<file path="src/rtl/p405s_xer_pkg.sv">
// Shared XER definitions for the EXE-stage XER holding register and its checkpoint ring.
// Provides the default-width XER record, the IBM bit positions of SO/OV/CA in the
// mtspr data word, and the default TBC width.
package p405s_xer_pkg;

  // Default width of the XER byte-count field.
  localparam int XER_TBC_W = 7;

  // Field positions in IBM (MSB = 0) numbering of the 32-bit SPR bus.
  localparam int XER_SO = 0;
  localparam int XER_OV = 1;
  localparam int XER_CA = 2;

  typedef struct packed {
    logic                 so;
    logic                 ov;
    logic                 ca;
    logic [XER_TBC_W-1:0] tbc;
  } xer_t;

endpackage

</file>
<file path="src/rtl/p405s_xer_ckpt_ring.sv">
// Checkpoint ring: DEPTH slots of W-bit snapshots with head/tail/count bookkeeping.
// Ports: push/commit (already stall-qualified), flush + flush_tag, wr_dat snapshot in,
//        rd_dat = slot[flush_tag], tag_valid, tail_ptr (tag of next push), count/full/empty, err.
// Latency: state updates one cycle after the request; rd_dat/tag_valid are combinational.
// Backpressure: a push while full is dropped (unless a commit frees a slot the same cycle) and sets err.
module p405s_xer_ckpt_ring
  import p405s_xer_pkg::*;
#(
  parameter int W     = 3 + XER_TBC_W,
  parameter int DEPTH = 4,
  parameter int PTR_W = 2
) (
  input  logic             clk,
  input  logic             rst,
  input  logic             push,
  input  logic             commit,
  input  logic             flush,
  input  logic [PTR_W-1:0] flush_tag,
  input  logic [W-1:0]     wr_dat,
  output logic [W-1:0]     rd_dat,
  output logic             tag_valid,
  output logic [PTR_W-1:0] tail_ptr,
  output logic [PTR_W:0]   count,
  output logic             full,
  output logic             empty,
  output logic             err
);

  logic [W-1:0]     slot [DEPTH];
  logic [PTR_W-1:0] head;
  logic [PTR_W-1:0] tail;
  logic [PTR_W-1:0] offset;
  logic             commit_acc;
  logic             push_acc;
  logic             push_err;
  logic             do_flush;

  assign full     = (count == (PTR_W+1)'(DEPTH));
  assign empty    = (count == '0);
  assign tail_ptr = tail;
  assign rd_dat   = slot[flush_tag];

  // Distance of the tag from the oldest entry; DEPTH is a power of two so the
  // subtraction wraps exactly modulo DEPTH. Valid tags lie strictly below count.
  assign offset    = flush_tag - head;
  assign tag_valid = ({1'b0, offset} < count);

  // Any flush, valid or not, freezes the normal push/commit traffic that cycle.
  assign do_flush   = flush & tag_valid;
  assign commit_acc = commit & ~flush & ~empty;
  // When full, a simultaneous commit frees the slot this push lands in.
  assign push_acc   = push & ~flush & (~full | commit_acc);
  assign push_err   = push & ~flush & full & ~commit_acc;

  always_ff @(posedge clk or posedge rst) begin
    if (rst) begin
      head  <= '0;
      tail  <= '0;
      count <= '0;
      err   <= 1'b0;
    end else begin
      if (push_err || (flush && !tag_valid)) begin
        err <= 1'b1;
      end
      if (do_flush) begin
        tail  <= flush_tag;
        count <= {1'b0, offset};
      end else begin
        if (push_acc) begin
          tail <= tail + PTR_W'(1);
        end
        if (commit_acc) begin
          head <= head + PTR_W'(1);
        end
        case ({push_acc, commit_acc})
          2'b10:   count <= count + (PTR_W+1)'(1);
          2'b01:   count <= count - (PTR_W+1)'(1);
          default: count <= count;
        endcase
      end
    end
  end

  // Slot contents need no reset: a slot is only read back once it has been written.
  always_ff @(posedge clk) begin
    if (push_acc) begin
      slot[tail] <= wr_dat;
    end
  end

endmodule

</file>
<file path="src/rtl/p405s_xer_ckpt.sv">
// EXE-stage XER (SO/OV/CA/TBC) holding register with a speculative checkpoint ring.
// Ports: CB/resetL2; stall; mtspr, mcrxr, ov/ca/dlmzb update controls; push/commit/flush
//        checkpoint controls; registered XER outputs and ring status (tag, count, full, empty, err).
// Latency: every output changes one cycle after its cause. Backpressure: stall blocks
// XER update, push and commit but never a flush; pushes into a full ring are dropped and flagged.
module p405s_xer_ckpt
  import p405s_xer_pkg::*;
#(
  parameter int TBC_W = XER_TBC_W,
  parameter int DEPTH = 4,
  parameter int PTR_W = 2
) (
  input  logic             CB,
  input  logic             resetL2,
  input  logic             PCL_xerL2Hold,
  input  logic             mtXer,
  input  logic [31:0]      sprBusIn,
  input  logic             PCL_exeMcrxr,
  input  logic             PCL_exeXerOvEn,
  input  logic             nxtOv,
  input  logic             PCL_exeXerCaEn,
  input  logic             nxtCa,
  input  logic             dlmzb,
  input  logic [TBC_W-1:0] dlmzbCnt,
  input  logic             ckptPush,
  input  logic             ckptCommit,
  input  logic             ckptFlush,
  input  logic [PTR_W-1:0] flushTag,
  output logic [2:0]       EXE_xer,
  output logic [TBC_W-1:0] EXE_xerTBC,
  output logic             EXE_xerTBCNotEqZero,
  output logic [PTR_W-1:0] ckptTag,
  output logic [PTR_W:0]   ckptCount,
  output logic             ckptFull,
  output logic             ckptEmpty,
  output logic             ckptErr
);

  // Same layout as xer_t, but sized by this instance's TBC width.
  typedef struct packed {
    logic             so;
    logic             ov;
    logic             ca;
    logic [TBC_W-1:0] tbc;
  } xer_rec_t;

  xer_rec_t xer_q;
  xer_rec_t xer_d;
  xer_rec_t restore_dat;
  logic     tbc_nz_q;
  logic     tag_valid;
  logic     upd_en;
  logic     spr_unused;

  // Bits between CA and the TBC field carry nothing this register holds.
  assign spr_unused = ^sprBusIn[28:TBC_W];

  assign upd_en = ~PCL_xerL2Hold & ~ckptFlush;

  always_comb begin
    xer_d = xer_q;
    if (ckptFlush && tag_valid) begin
      xer_d = restore_dat;
    end else if (upd_en) begin
      if (mtXer) begin
        xer_d.so  = sprBusIn[31-XER_SO];
        xer_d.ov  = sprBusIn[31-XER_OV];
        xer_d.ca  = sprBusIn[31-XER_CA];
        xer_d.tbc = sprBusIn[TBC_W-1:0];
      end else if (PCL_exeMcrxr) begin
        xer_d.so = 1'b0;
        xer_d.ov = 1'b0;
        xer_d.ca = 1'b0;
      end else begin
        if (PCL_exeXerOvEn) begin
          xer_d.ov = nxtOv;
          xer_d.so = xer_q.so | nxtOv;
        end
        if (PCL_exeXerCaEn) begin
          xer_d.ca = nxtCa;
        end
        if (dlmzb) begin
          xer_d.tbc = dlmzbCnt;
        end
      end
    end
  end

  // The zero flag is computed from the next TBC so it lands in the same cycle as TBC.
  always_ff @(posedge CB or posedge resetL2) begin
    if (resetL2) begin
      xer_q    <= '0;
      tbc_nz_q <= 1'b0;
    end else begin
      xer_q    <= xer_d;
      tbc_nz_q <= (xer_d.tbc != '0);
    end
  end

  assign EXE_xer             = {xer_q.so, xer_q.ov, xer_q.ca};
  assign EXE_xerTBC          = xer_q.tbc;
  assign EXE_xerTBCNotEqZero = tbc_nz_q;

  // Snapshots capture the registered XER, i.e. the value before this cycle's update.
  p405s_xer_ckpt_ring #(
    .W     ($bits(xer_rec_t)),
    .DEPTH (DEPTH),
    .PTR_W (PTR_W)
  ) u_ring (
    .clk       (CB),
    .rst       (resetL2),
    .push      (ckptPush & ~PCL_xerL2Hold),
    .commit    (ckptCommit & ~PCL_xerL2Hold),
    .flush     (ckptFlush),
    .flush_tag (flushTag),
    .wr_dat    (xer_q),
    .rd_dat    (restore_dat),
    .tag_valid (tag_valid),
    .tail_ptr  (ckptTag),
    .count     (ckptCount),
    .full      (ckptFull),
    .empty     (ckptEmpty),
    .err       (ckptErr)
  );

endmodule

</file>
<file path="config.mk">
export PLATFORM = sky130hd
export DESIGN_NAME = p405s_xer_ckpt
export DESIGN_NICKNAME = d
export VERILOG_FILES = /design/src/rtl/p405s_xer_pkg.sv /design/src/rtl/p405s_xer_ckpt_ring.sv /design/src/rtl/p405s_xer_ckpt.sv
export SDC_FILE = /design/constraint.sdc
export NUM_CORES = 1
export LEC_CHECK = 0
export CAP_MARGIN = 15
export CORE_UTILIZATION = 40
export CTS_BUF_LIST = sky130_fd_sc_hd__clkbuf_8 sky130_fd_sc_hd__clkbuf_16
export DETAILED_ROUTE_END_ITERATION = 12
export GPL_TIMING_DRIVEN = 0
export PLACE_DENSITY = 0.65
export SYNTH_ARGS = -nofsm -noshare
export SYNTH_HDL_FRONTEND = slang
export SYNTH_SLANG_ARGS = --single-unit
</file>
<file path="constraint.sdc">
create_clock -name CB -period 7.5 [get_ports CB]
set_input_delay 1.5 -clock CB [delete_from_list [all_inputs] [get_ports CB]]
set_output_delay 1.5 -clock CB [all_outputs]
set_load 0.005 [all_outputs]
</file>
Word-level counts from Yosys, hierarchy flattened
Memories as Yosys holds them, arrays and structs flattened.
Index checks and enable logic that the tools add are counted.
{"block": "classes", "add_sub_neg": 5, "n_shift": 0, "reduce_logical": 14, "n_mul": 0, "n_lt_le_gt_ge": 1, "n_bitwise": 18, "n_div": 0, "muxes": 14, "eq_ne": 3}
{"operator": "$mux W10", "n": 3}
{"operator": "$mux W7", "n": 2}
{"operator": "$and A1 B1 Y1", "n": 10}
{"operator": "$reduce_bool A4 Y1", "n": 2}
{"operator": "$reduce_bool A7 Y1", "n": 1}
{"operator": "$mux W2", "n": 3}
{"operator": "$mux W3", "n": 2}
{"operator": "$not A1 Y1", "n": 6}
{"operator": "$pmux W3 S2", "n": 1}
{"operator": "$reduce_and A2 Y1", "n": 3}
{"operator": "$add A2 B1 Y2 const B", "n": 2}
{"operator": "$reduce_bool A2 Y1", "n": 2}
{"operator": "$add A3 B1 Y3 const B", "n": 1}
{"operator": "$eq A3 B3 Y1 const B", "n": 1}
{"operator": "$logic_not A3 Y1", "n": 1}
{"operator": "$lt A2 B3 Y1", "n": 1}
{"operator": "$mux W1", "n": 3}
{"operator": "$reduce_bool A3 Y1", "n": 1}
{"operator": "$sub A3 B1 Y3 const B", "n": 1}
{"operator": "$eq A2 B1 Y1 const B", "n": 1}
{"operator": "$eq A2 B2 Y1 const B", "n": 1}
{"operator": "$logic_and A1 B1 Y1", "n": 2}
{"operator": "$or A1 B1 Y1", "n": 2}
{"operator": "$sub A2 B2 Y2", "n": 1}
{"operator": "other kinds (2)", "n": 2}
{"block": "totals", "inputBits": 54, "regBits": 19, "ramBits": 40, "romBits": 0, "latchBits": 0, "word_cells": 65, "memories": 1}
{"memory": "u_ring.slot", "words": 4, "width": 10, "read_ports": 1, "rd_clocked_by_memory_dff": 0, "write_ports": 1, "line_no": "p405s_xer_ckpt_ring.sv:29", "source": "logic [W-1:0] slot [DEPTH];"}

Longest topological paths before layout
{"block": "depth", "depth_word": 9, "mapped_depth": 12}

Modules after synthesis
A second synthesis with hierarchy kept.
{"block": "hier_totals", "hier_cells": 217, "hier_area_um2": 2926.6}
{"module": "p405s_xer_ckpt_ring", "seq_area_each_um2": 1401.3, "area_each_um2": 2079.5, "instances": 1, "cells_each": 121}
{"module": "p405s_xer_ckpt", "seq_area_each_um2": 275.3, "area_each_um2": 847.1, "instances": 1, "cells_each": 96}

Worst setup path after synthesis
No wires, ideal clock.
{"block": "synth_path", "path_kind": "input -> register", "start": "input flushTag[1]", "end": "register tbc_nz_q, in the netlist EXE_xerTBCNotEqZero", "setup_time_ps": 139, "arrival_ps": 3783, "path_slack_ps": 3578, "cell_stages": 11, "path_cell_list": "clkbuf_1 > xnor2_1 > xnor2_1 > ha_1 > nand2b_1 > o211a_2 > buf_6 > nand2_1 > o21ai_2 > or4_1 > or4_1"}
{"element": "from (decl)", "line_no": "p405s_xer_ckpt.sv:28", "source": "input logic [PTR_W-1:0] flushTag,"}
{"element": "to (signal assigned)", "line_no": "p405s_xer_ckpt.sv:96", "source": "tbc_nz_q <= (xer_d.tbc != '0);"}
{"element": "to (decl)", "line_no": "p405s_xer_ckpt.sv:50", "source": "logic tbc_nz_q;"}

==> flow_metrics.py <==
metrics = {
    "clock_network": {
        "cts_setup_buffers": 0,
        "h-tree-depth": 3,
        "cts_resized": 0,
        "cts_sinks": 59,
        "cts_root_buf": "clkbuf_8",
        "worst_skew_pair.late_latency_ns": 0.32,
        "hold_buffers": 0,
        "cts_made_buffers": 9,
        "clk_path_buf_depth": 2,
        "path_clk_slew_ns": 0.06,
        "cts_tree": "yes",
    },
    "sta": {
        "min_period_over_period_pct": 60.3,
        "slew_headroom_pct": 43.4,
        "rsz0062_at_grt": "false",
        "hold_viol_final": 0,
        "timing.fmax_mhz": 221,
        "finalClockSkew_ns": 0.00867,
        "fin_tns_setup_ns": 0,
        "drv_slew": 0,
        "setup_viol": 0,
        "min_period_ns": 4.52,
        "worst_pin_slew_ns": 0.848,
    },
    "power": {
        "p_leak_nw": 1.31,
        "vdd_drop_max_v": 0.000169,
        "power_density_nw_per_um2": 329,
        "power_mw": 1.16,
    },
    "min_path": {
        "hold_path_class": "reg -> reg",
    },
    "placement": {
        "hpwl_um": 4090,
        "port_buffers": 49,
        "gp_congestion": 0.787,
        "placedCellCount": 323,
    },
    "synth": {
        "synth_top_area_share_pct": 43.4,
        "synth.avg_cell_area_um2": 14.0,
        "synth_edf_count": 40,
        "synth_warnings": 0,
        "seq_area_frac_synth_pct": 60.6,
        "synth_nets": 258,
        "synthTopCellsByArea": "edfxtp_1 (43%), dfrtp_1 (17%), mux4_1 (4.7%)",
        "synth_common_cells": "edfxtp_1 (40), nand2_1 (21), dfrtp_1 (19)",
        "ys_types": 45,
        "synthArstFlopShare_pct": 32.2,
        "synth_cells": 197,
        "synthFlopType": "edfxtp_1",
        "synth.cell_area_um2": 2770,
        "yosysTopAreaCell": "edfxtp_1",
        "ys_seq_elements": 59,
        "yosysMostFrequentCell": "edfxtp_1",
    },
    "grt": {
        "grt_use_met2_pct": 28.3,
        "antenna_found_initial": 0,
        "grt_max_degree": 20,
        "use_met3_pct": 3.40,
        "overflow": 0,
        "grt_pass1_vias": 1832,
        "grt-busiest-layer": "met2",
        "grtUsageTotal_pct": 17.8,
        "use_met1_pct": 24.8,
        "grt_pass1_wl_um": 9560,
    },
    "floorplan": {
        "ios": 73,
        "start_util_pct": 42.6,
        "die_h_um": 85.2,
        "core_um2": 6490,
        "row_count": 29,
        "die_w_um": 85.2,
        "die_area_um2": 7250,
    },
    "final_layout": {
        "n_antenna_cell": 0,
        "drive_gt1_share_pct": 12.2,
        "fin_cells": 339,
        "fillers": 551,
        "nets": 318,
        "syn2layout_area_growth_pct": 27.9,
    },
    "critical_path": {
        "crit_family": "buffers and inverters",
        "end_kind": "flip-flop",
        "path_max_fanout": 10,
        "cp.buffers_inverters": 3,
        "crit_chain": "clkdlybuf4s50_1 -> clkbuf_1 -> xnor2_1 -> xnor2_1 -> ha_1 -> nand2b_1 -> o211a_2 -> buf_6 -> nand2_1 -> o21ai_2 -> or4_1 -> or4_1",
        "worst_path_largest_cell_delay_ns": 0.51,
        "worstPathRequired_ns": 7.68,
        "worst_ep_arrival_time_ns": 4.71,
        "path_class": "in -> reg",
        "critical-path-slowest-cell": "clkdlybuf4s50_1",
        "startpoint_type": "input pin",
    },
    "drt": {
        "antenna_left": 0,
        "drtIter0Drc": 120,
        "drt-pass1-iter-count": 4,
        "vias": 1811,
        "routed_wl_um": 5950,
        "via_per_inst": 5.34,
        "avgRoutedWirePerCell_um": 17.6,
        "drc": 0,
    },
    "run": {
        "max-cap-violations": 0,
    },
    "outcome": {
        "status": "finished clean",
    },
}
state kept, by name, summed over array words and instances, names as in the netlist:
register             cells
u_ring.slot             40
u_ring.tail_ptr          2
EXE_xerTBC               7
u_ring.err               1
EXE_xer                  3
EXE_xerTBCNotEqZero      1
u_ring.count             3
u_ring.head              2
power by group:
group / switching [mW] / total, mW / internal, mW / leakage, nW
Combinational: 0.181 / 0.379 / 0.198 / 0.624
Clock: 0.123 / 0.272 / 0.149 / 0.0976
Sequential: 0.0690 / 0.512 / 0.443 / 0.587
stage by stage:
step	setup slack [ns]	hold slack [ns]	area [um2]	util, %
after floorplan	3.58	0.461	2770	-
after global placement	2.61	0.450	3350	51.6
after detailed placement	2.60	0.460	3350	51.6
after CTS	2.93	0.474	3540	54.5
after global routing	2.79	0.519	3540	54.5
final	2.98	0.469	3540	54.5
cell type report:
cell class	count	area, um2	share of cell area (%)
Clock buffer	9	124	3.50
Multi-Input combinational cell	119	987	27.9
Tap cell	77	96.3	2.72
Timing Repair Buffer	49	490	13.9
Inverter	10	37.5	1.06
Clock inverter	7	60.1	1.70
Buffer	9	65.1	1.84
Sequential cell	59	1680	47.4
cell usage in the layout (no fill, tap or decap), types with 4 or more instances in the layout:
cell,netlist,final
nand2_1,21,21
a21oi_1,4,4
ha_1,6,6
dfrtp_1,19,19
mux4_2,5,5
clkdlybuf4s50_1,0,49
o21ai_1,4,4
nor2_1,9,9
mux2_2,4,4
o21ai_0,7,7
and2_1,4,4
mux4_1,5,5
mux2i_1,9,9
edfxtp_1,40,40
buf_6,4,4
inv_1,10,11
xnor2_1,5,5
clkbuf_8,0,9
logic make-up after synthesis:
logic type               count (synthesis)  synth area share, %
flip-flops                              59                 60.6
AND/OR/NAND/NOR                         50                 8.77
AO/OA/AOI/OAI                           34                 8.19
multiplexers                            23                 13.7
buffers and inverters                   19                 3.71
adder cells (fa/ha/maj)                  7                 3.44
XOR/XNOR                                 5                 1.58
per-layer routing:
layer	up-vias	part of all wire, %
met5	-	0
met4	0	0.87
met3	4	5.2
met2	47	49
met1	900	45
li1	860	-
path summary, 6_finish.rpt:
| check | startpoint | to | slack [ns] | depth (start not counted) |
|---|---|---|---|---|
| max | flushTag[1] | EXE_xerTBCNotEqZero$_DFF_PP0_ | 2.98 | 12 |
| max in group asynchronous | resetL2 | EXE_xer[0]$_DFFE_PP0P_ | 5.32 | 2 |
| min in group asynchronous | resetL2 | u_ring.head[0]$_DFFE_PP0P_ | 1.65 | 2 |
| min | u_ring.err$_DFFE_PP0P_ | u_ring.err$_DFFE_PP0P_ | 0.47 | 1 |
| max reg2reg | u_ring.head[0]$_DFFE_PP0P_ | EXE_xerTBCNotEqZero$_DFF_PP0_ | 4.73 | 10 |
| min reg2reg | u_ring.err$_DFFE_PP0P_ | u_ring.err$_DFFE_PP0P_ | 0.47 | 1 |
worst register-to-register path, stage by stage, from the launching register on:
cell and delay (ns):
dfrtp_1 0.41, ha_1 0.20, xnor2_1 0.15, ha_1 0.30, nand2b_1 0.07, o211a_2 0.32, buf_6 0.16, nand2_1 0.08
o21ai_2 0.06, or4_1 0.46, or4_1 0.42
Power figures use the tool's default switching activity.
